$ cat config.mk
export PLATFORM = sky130hd
export DESIGN_NAME = seq_divider_n
export DESIGN_NICKNAME = d
export VERILOG_FILES = /design/src/rtl/seq_divider_n.sv
export SDC_FILE = /design/constraint.sdc
export NUM_CORES = 1
export LEC_CHECK = 0
export BUFFER_PORTS_ARGS = -buffer_cell sky130_fd_sc_hd__buf_2
export CAP_MARGIN = 25
export CORE_ASPECT_RATIO = 1.1
export CORE_MARGIN = 2
export CORE_UTILIZATION = 51
export DETAILED_ROUTE_END_ITERATION = 8
export GPL_ROUTABILITY_DRIVEN = 1
export PLACE_DENSITY = 0.76
export SLEW_MARGIN = 20
export SYNTH_ARGS = -nofsm -noshare
export SYNTH_HDL_FRONTEND = slang
export SYNTH_SLANG_ARGS = --single-unit
$ cat constraint.sdc
create_clock -name clk_i -period 2.9 [get_ports clk_i]
set_clock_uncertainty 0.05 [all_clocks]
set_input_delay 0.58 -clock clk_i [delete_from_list [all_inputs] [get_ports clk_i]]
set_output_delay 0.58 -clock clk_i [all_outputs]
set_load 0.01 [all_outputs]
$ cat src/rtl/seq_divider_n.sv
// seq_divider_n: iterative unsigned restoring divider with valid/ready handshakes.
// One shared (nb_bit+1)-bit subtractor_n, one quotient bit per cycle, MSB first.
// Optional macro DIV_ZERO_CHK_EN: a zero divisor short-cuts straight to DONE
// and raises div_by_zero_o; without it div_by_zero_o is tied low.

// Plain unsigned subtractor: diff = a - b, borrow set when b > a.
module subtractor_n #(
    parameter int unsigned width = 17
) (
    input  logic [width-1:0] a_i,
    input  logic [width-1:0] b_i,
    output logic [width-1:0] diff_o,
    output logic             borrow_o
);

    logic [width:0] full;

    // Extend by one bit so the top bit of the result is the borrow.
    always_comb begin
        full     = {1'b0, a_i} - {1'b0, b_i};
        diff_o   = full[width-1:0];
        borrow_o = full[width];
    end

endmodule

module seq_divider_n #(
    parameter int unsigned nb_bit = 16
) (
    input  logic              clk_i,
    input  logic              rst_i,
    input  logic              valid_i,
    output logic              ready_o,
    input  logic [nb_bit-1:0] dividend_i,
    input  logic [nb_bit-1:0] divisor_i,
    output logic              valid_o,
    input  logic              ready_i,
    output logic [nb_bit-1:0] quotient_o,
    output logic [nb_bit-1:0] remainder_o,
    output logic              div_by_zero_o
);

    localparam int unsigned CNT_W = (nb_bit > 1) ? $clog2(nb_bit) : 1;
    localparam int unsigned SUB_W = nb_bit + 1;

    typedef enum logic [1:0] {IDLE, RUN, DONE} state_t;

    state_t             state;
    logic [nb_bit-1:0]  q_reg;
    logic [nb_bit-1:0]  d_reg;
    logic [nb_bit-1:0]  r_reg;
    logic [CNT_W-1:0]   cnt;

    logic [SUB_W-1:0]   sub_a;
    logic [SUB_W-1:0]   sub_b;
    logic [SUB_W-1:0]   sub_diff;
    logic               sub_borrow;
    logic [nb_bit-1:0]  q_next;
    logic [nb_bit-1:0]  r_next;
    logic               unused_diff_msb;

    subtractor_n #(.width(SUB_W)) u_sub (
        .a_i      (sub_a),
        .b_i      (sub_b),
        .diff_o   (sub_diff),
        .borrow_o (sub_borrow)
    );

    // One restoring step: trial-subtract D from the shifted partial remainder.
    always_comb begin
        sub_a  = {r_reg, q_reg[nb_bit-1]};
        sub_b  = {1'b0, d_reg};
        q_next = {q_reg[nb_bit-2:0], ~sub_borrow};
        // With R < D the successful difference is below D, so its MSB is always 0.
        r_next = sub_borrow ? {r_reg[nb_bit-2:0], q_reg[nb_bit-1]}
                            : sub_diff[nb_bit-1:0];
        unused_diff_msb = sub_diff[nb_bit];
    end

`ifndef DIV_ZERO_CHK_EN
    assign div_by_zero_o = 1'b0;
`endif

    // Control FSM, datapath registers and registered handshake/result outputs.
    always_ff @(posedge clk_i or posedge rst_i) begin
        if (rst_i) begin
            state       <= IDLE;
            ready_o     <= 1'b1;
            valid_o     <= 1'b0;
            quotient_o  <= '0;
            remainder_o <= '0;
            q_reg       <= '0;
            d_reg       <= '0;
            r_reg       <= '0;
            cnt         <= '0;
`ifdef DIV_ZERO_CHK_EN
            div_by_zero_o <= 1'b0;
`endif
        end else begin
            case (state)
                IDLE: begin
                    if (valid_i) begin
                        q_reg   <= dividend_i;
                        d_reg   <= divisor_i;
                        r_reg   <= '0;
                        cnt     <= CNT_W'(nb_bit - 1);
                        ready_o <= 1'b0;
`ifdef DIV_ZERO_CHK_EN
                        if (divisor_i == '0) begin
                            state         <= DONE;
                            valid_o       <= 1'b1;
                            quotient_o    <= '1;
                            remainder_o   <= dividend_i;
                            div_by_zero_o <= 1'b1;
                        end else begin
                            state <= RUN;
                        end
`else
                        state <= RUN;
`endif
                    end
                end
                RUN: begin
                    q_reg <= q_next;
                    r_reg <= r_next;
                    if (cnt == '0) begin
                        state       <= DONE;
                        valid_o     <= 1'b1;
                        quotient_o  <= q_next;
                        remainder_o <= r_next;
                    end else begin
                        cnt <= cnt - CNT_W'(1);
                    end
                end
                DONE: begin
                    if (ready_i) begin
                        state   <= IDLE;
                        valid_o <= 1'b0;
                        ready_o <= 1'b1;
`ifdef DIV_ZERO_CHK_EN
                        div_by_zero_o <= 1'b0;
`endif
                    end
                end
                default: begin
                    state <= IDLE;
                end
            endcase
        end
    end

endmodule

==> impl_metrics.py <==
metrics = {
    "finish": {
        "layout-drive-gt1-share_pct": 24.8,
        "mostFrequentLayoutCells": "dfrtp_1, nand2_1, buf_2",
        "seq_area_sq_um": 2200,
        "design_area_sq_um": 5110,
        "fillCellCount": 724,
        "fin_nets": 561,
        "multi_input_area_sq_um": 2010,
        "num_antenna_cells": 0,
        "area_growth_pct": 16.0,
        "final_common_cell": "dfrtp_1",
    },
    "cts": {
        "cts_buffer_depth": 2,
        "cts_tree": "yes",
        "cts_num_sinks": 88,
        "post_cts_buffers": 0,
        "cts_max_level": 3,
        "cts-buffers-inserted": 9,
        "cts_root_buffer": "clkbuf_8",
        "cts_hold_buf": 0,
        "clk_pin_slew_ns": 0.09,
        "clock_latency_ns": 0.36,
        "cts_resized": 0,
    },
    "floorplan": {
        "dieArea_sq_um": 9400,
        "row_count": 35,
        "core_area_sq_um": 8410,
        "die_w_um": 92.6,
        "io_pins": 71,
        "initial_core_util_pct": 52.4,
        "die_h_um": 102,
    },
    "flow_run": {
        "maxCapViolCount": 0,
    },
    "timing": {
        "finalSetupTns_ns": 0,
        "grt_setup_unrepaired": "no",
        "tightest_slew_ns": 0.643,
        "fmax_mhz": 382,
        "period_minus_slack_ns": 2.62,
        "finalHoldViolCount": 0,
        "slew_headroom_pct": 57.2,
        "report.final.slew_viol_count": 0,
        "setup_viol": 0,
        "finalCritPeriodShare_pct": 90.4,
    },
    "setup_path": {
        "arrival_ns": 2.82,
        "start_kind": "flop",
        "crit_path_max_fanout": 15,
        "critPathKind": "flop to flop",
        "crit_path_end_kind": "flop",
        "required_ns": 3.10,
    },
    "power_and_ir_drop": {
        "p_leak_uw": 0.00238,
        "total_power_uw": 7350,
        "power.density_nw_per_um2": 1440,
        "ir_drop_mv": 0.737,
    },
    "detailed_routing": {
        "ant_nets": 0,
        "drcViolationCount": 0,
        "num_vias": 3344,
        "wl_met2_um": 4370,
        "wire_per_inst_um": 14.8,
        "dr.max_layer_used": "met4",
        "drtPass1Iterations": 5,
        "wl_met1_um": 4110,
        "drt_iter0_markers": 190,
        "route.met3.wl_um": 533,
        "wl_um": 9200,
        "vias_per_cell": 5.37,
    },
    "place": {
        "gp_congestion": 0.824,
        "placed_cell_area_sq_um": 4890,
        "dpl.hpwl_um": 6660,
        "portBuffers": 69,
    },
    "yosys": {
        "yosysTopAreaCell": "dfrtp_1",
        "syn_area_per_cell_sq_um": 10.1,
        "syn_nets": 492,
        "syn_area_sq_um": 4410,
        "ys_seq_area_share_pct": 50.0,
        "yosysWarnings": 0,
        "synth_edf_count": 0,
        "ys_async_sr_fraction_pct": 100,
        "yosys.area.top_type_share_pct": 49.4,
        "synth.distinct_cells": 55,
        "syn_inst": 438,
        "synth_ff_type": "dfrtp_1",
        "ys_seq_elements": 88,
        "synth_area_leaders": "dfrtp_1, nand2_1, mux2i_1, ha_1, o21ai_0",
    },
    "global_routing": {
        "grt_pass1_wl_um": 15900,
        "grt.total_usage_pct": 21.4,
        "grt_antenna_before_repair": 0,
        "grt_overflow": 0,
        "grt_pass1_vias": 3377,
        "grt_max_degree": 44,
    },
    "status": {
        "status": "complete, no violations",
    },
    "worst_hold_path": {
        "hp-class": "input pin to async pin",
    },
}
kinds of logic after synthesis:
family	count (synthesis)	synth area share, %
AOI/OAI and AO/OA	121	16.9
buffers and inverters	49	4.80
and+or+nand+nor	107	10.5
DFF	88	50.0
other	1	0.0851
muxes	39	9.42
adders and majority gates	18	5.28
xor gates and xnor gates	15	2.98
cell usage after synthesis, drive strengths merged, types with 2 or more instances:
library cell	number
dfrtp	87
o21ai	74
nand2	71
inv	26
mux2i	22
ha	17
mux2	17
a21oi	16
clkbuf	15
nor2	12
a31oi	11
xnor2	10
buf	7
and2	6
nand2b	5
xor2	5
a22oi	3
nand3	3
o211ai	2
o31ai	2
or3	2
per-stage QoR:
step | util [%] | worst slack (ns) | std cells | hold WS, ns
after floorplan | - | 0.480 | 438 | 0.400
after global placement | 58.1 | 0.254 | 606 | 0.408
after global routing | 60.8 | 0.125 | 623 | 0.137
after CTS | 60.7 | 0.166 | 623 | 0.113
after detailed placement | 58.2 | 0.154 | 607 | 0.423
final | 60.8 | 0.280 | 623 | 0.120
worst max-delay path, stage by stage (launching register included):
cell,delay (ns)
dfrtp_1,0.40
ha_1,0.40
a21oi_4,0.21
o21ai_2,0.11
a2111oi_4,0.29
a21oi_2,0.13
a41oi_2,0.30
buf_12,0.20
mux2i_1,0.31
o21ai_1,0.09
worst paths after layout:
check	from	end	slack [ns]	cells past startpoint
setup / recovery	r_reg[7]	r_reg[7]	0.28	9
hold / removal	rst_i	cnt[2]	0.12	2
setup reg to reg	r_reg[7]	r_reg[7]	0.28	9
hold reg to reg	remainder_o[0]	remainder_o[0]	0.44	2
max in group asynchronous	rst_i	r_reg[5]	1.97	3
min in group clk_i	divisor_i[15]	d_reg[15]	0.36	3
routing by layer:
layer,vias up,global-route usage (%)
met1,1591,28.3
met3,11,4.54
met4,0,9.05
met2,86,34.5
met5,-,0
li1,1656,-
area by class of cell:
type                            count  area share (%)
Sequential cell                    88            43.1
Clock buffer                       11            2.57
Multi-Input combinational cell    301            39.3
Inverter                           27            2.06
Tap cell                          111            2.72
Timing Repair Buffer               80            8.69
Clock inverter                      5            1.59
power breakdown:
| group | internal, uW | leakage (uW) | switching (uW) |
|---|---|---|---|
| sequential | 1850 | 0.00107 | 370 |
| clock | 486 | 0.000104 | 443 |
| combinational | 1830 | 0.00120 | 2370 |
Note: power is estimated with default switching activity, not from simulation.
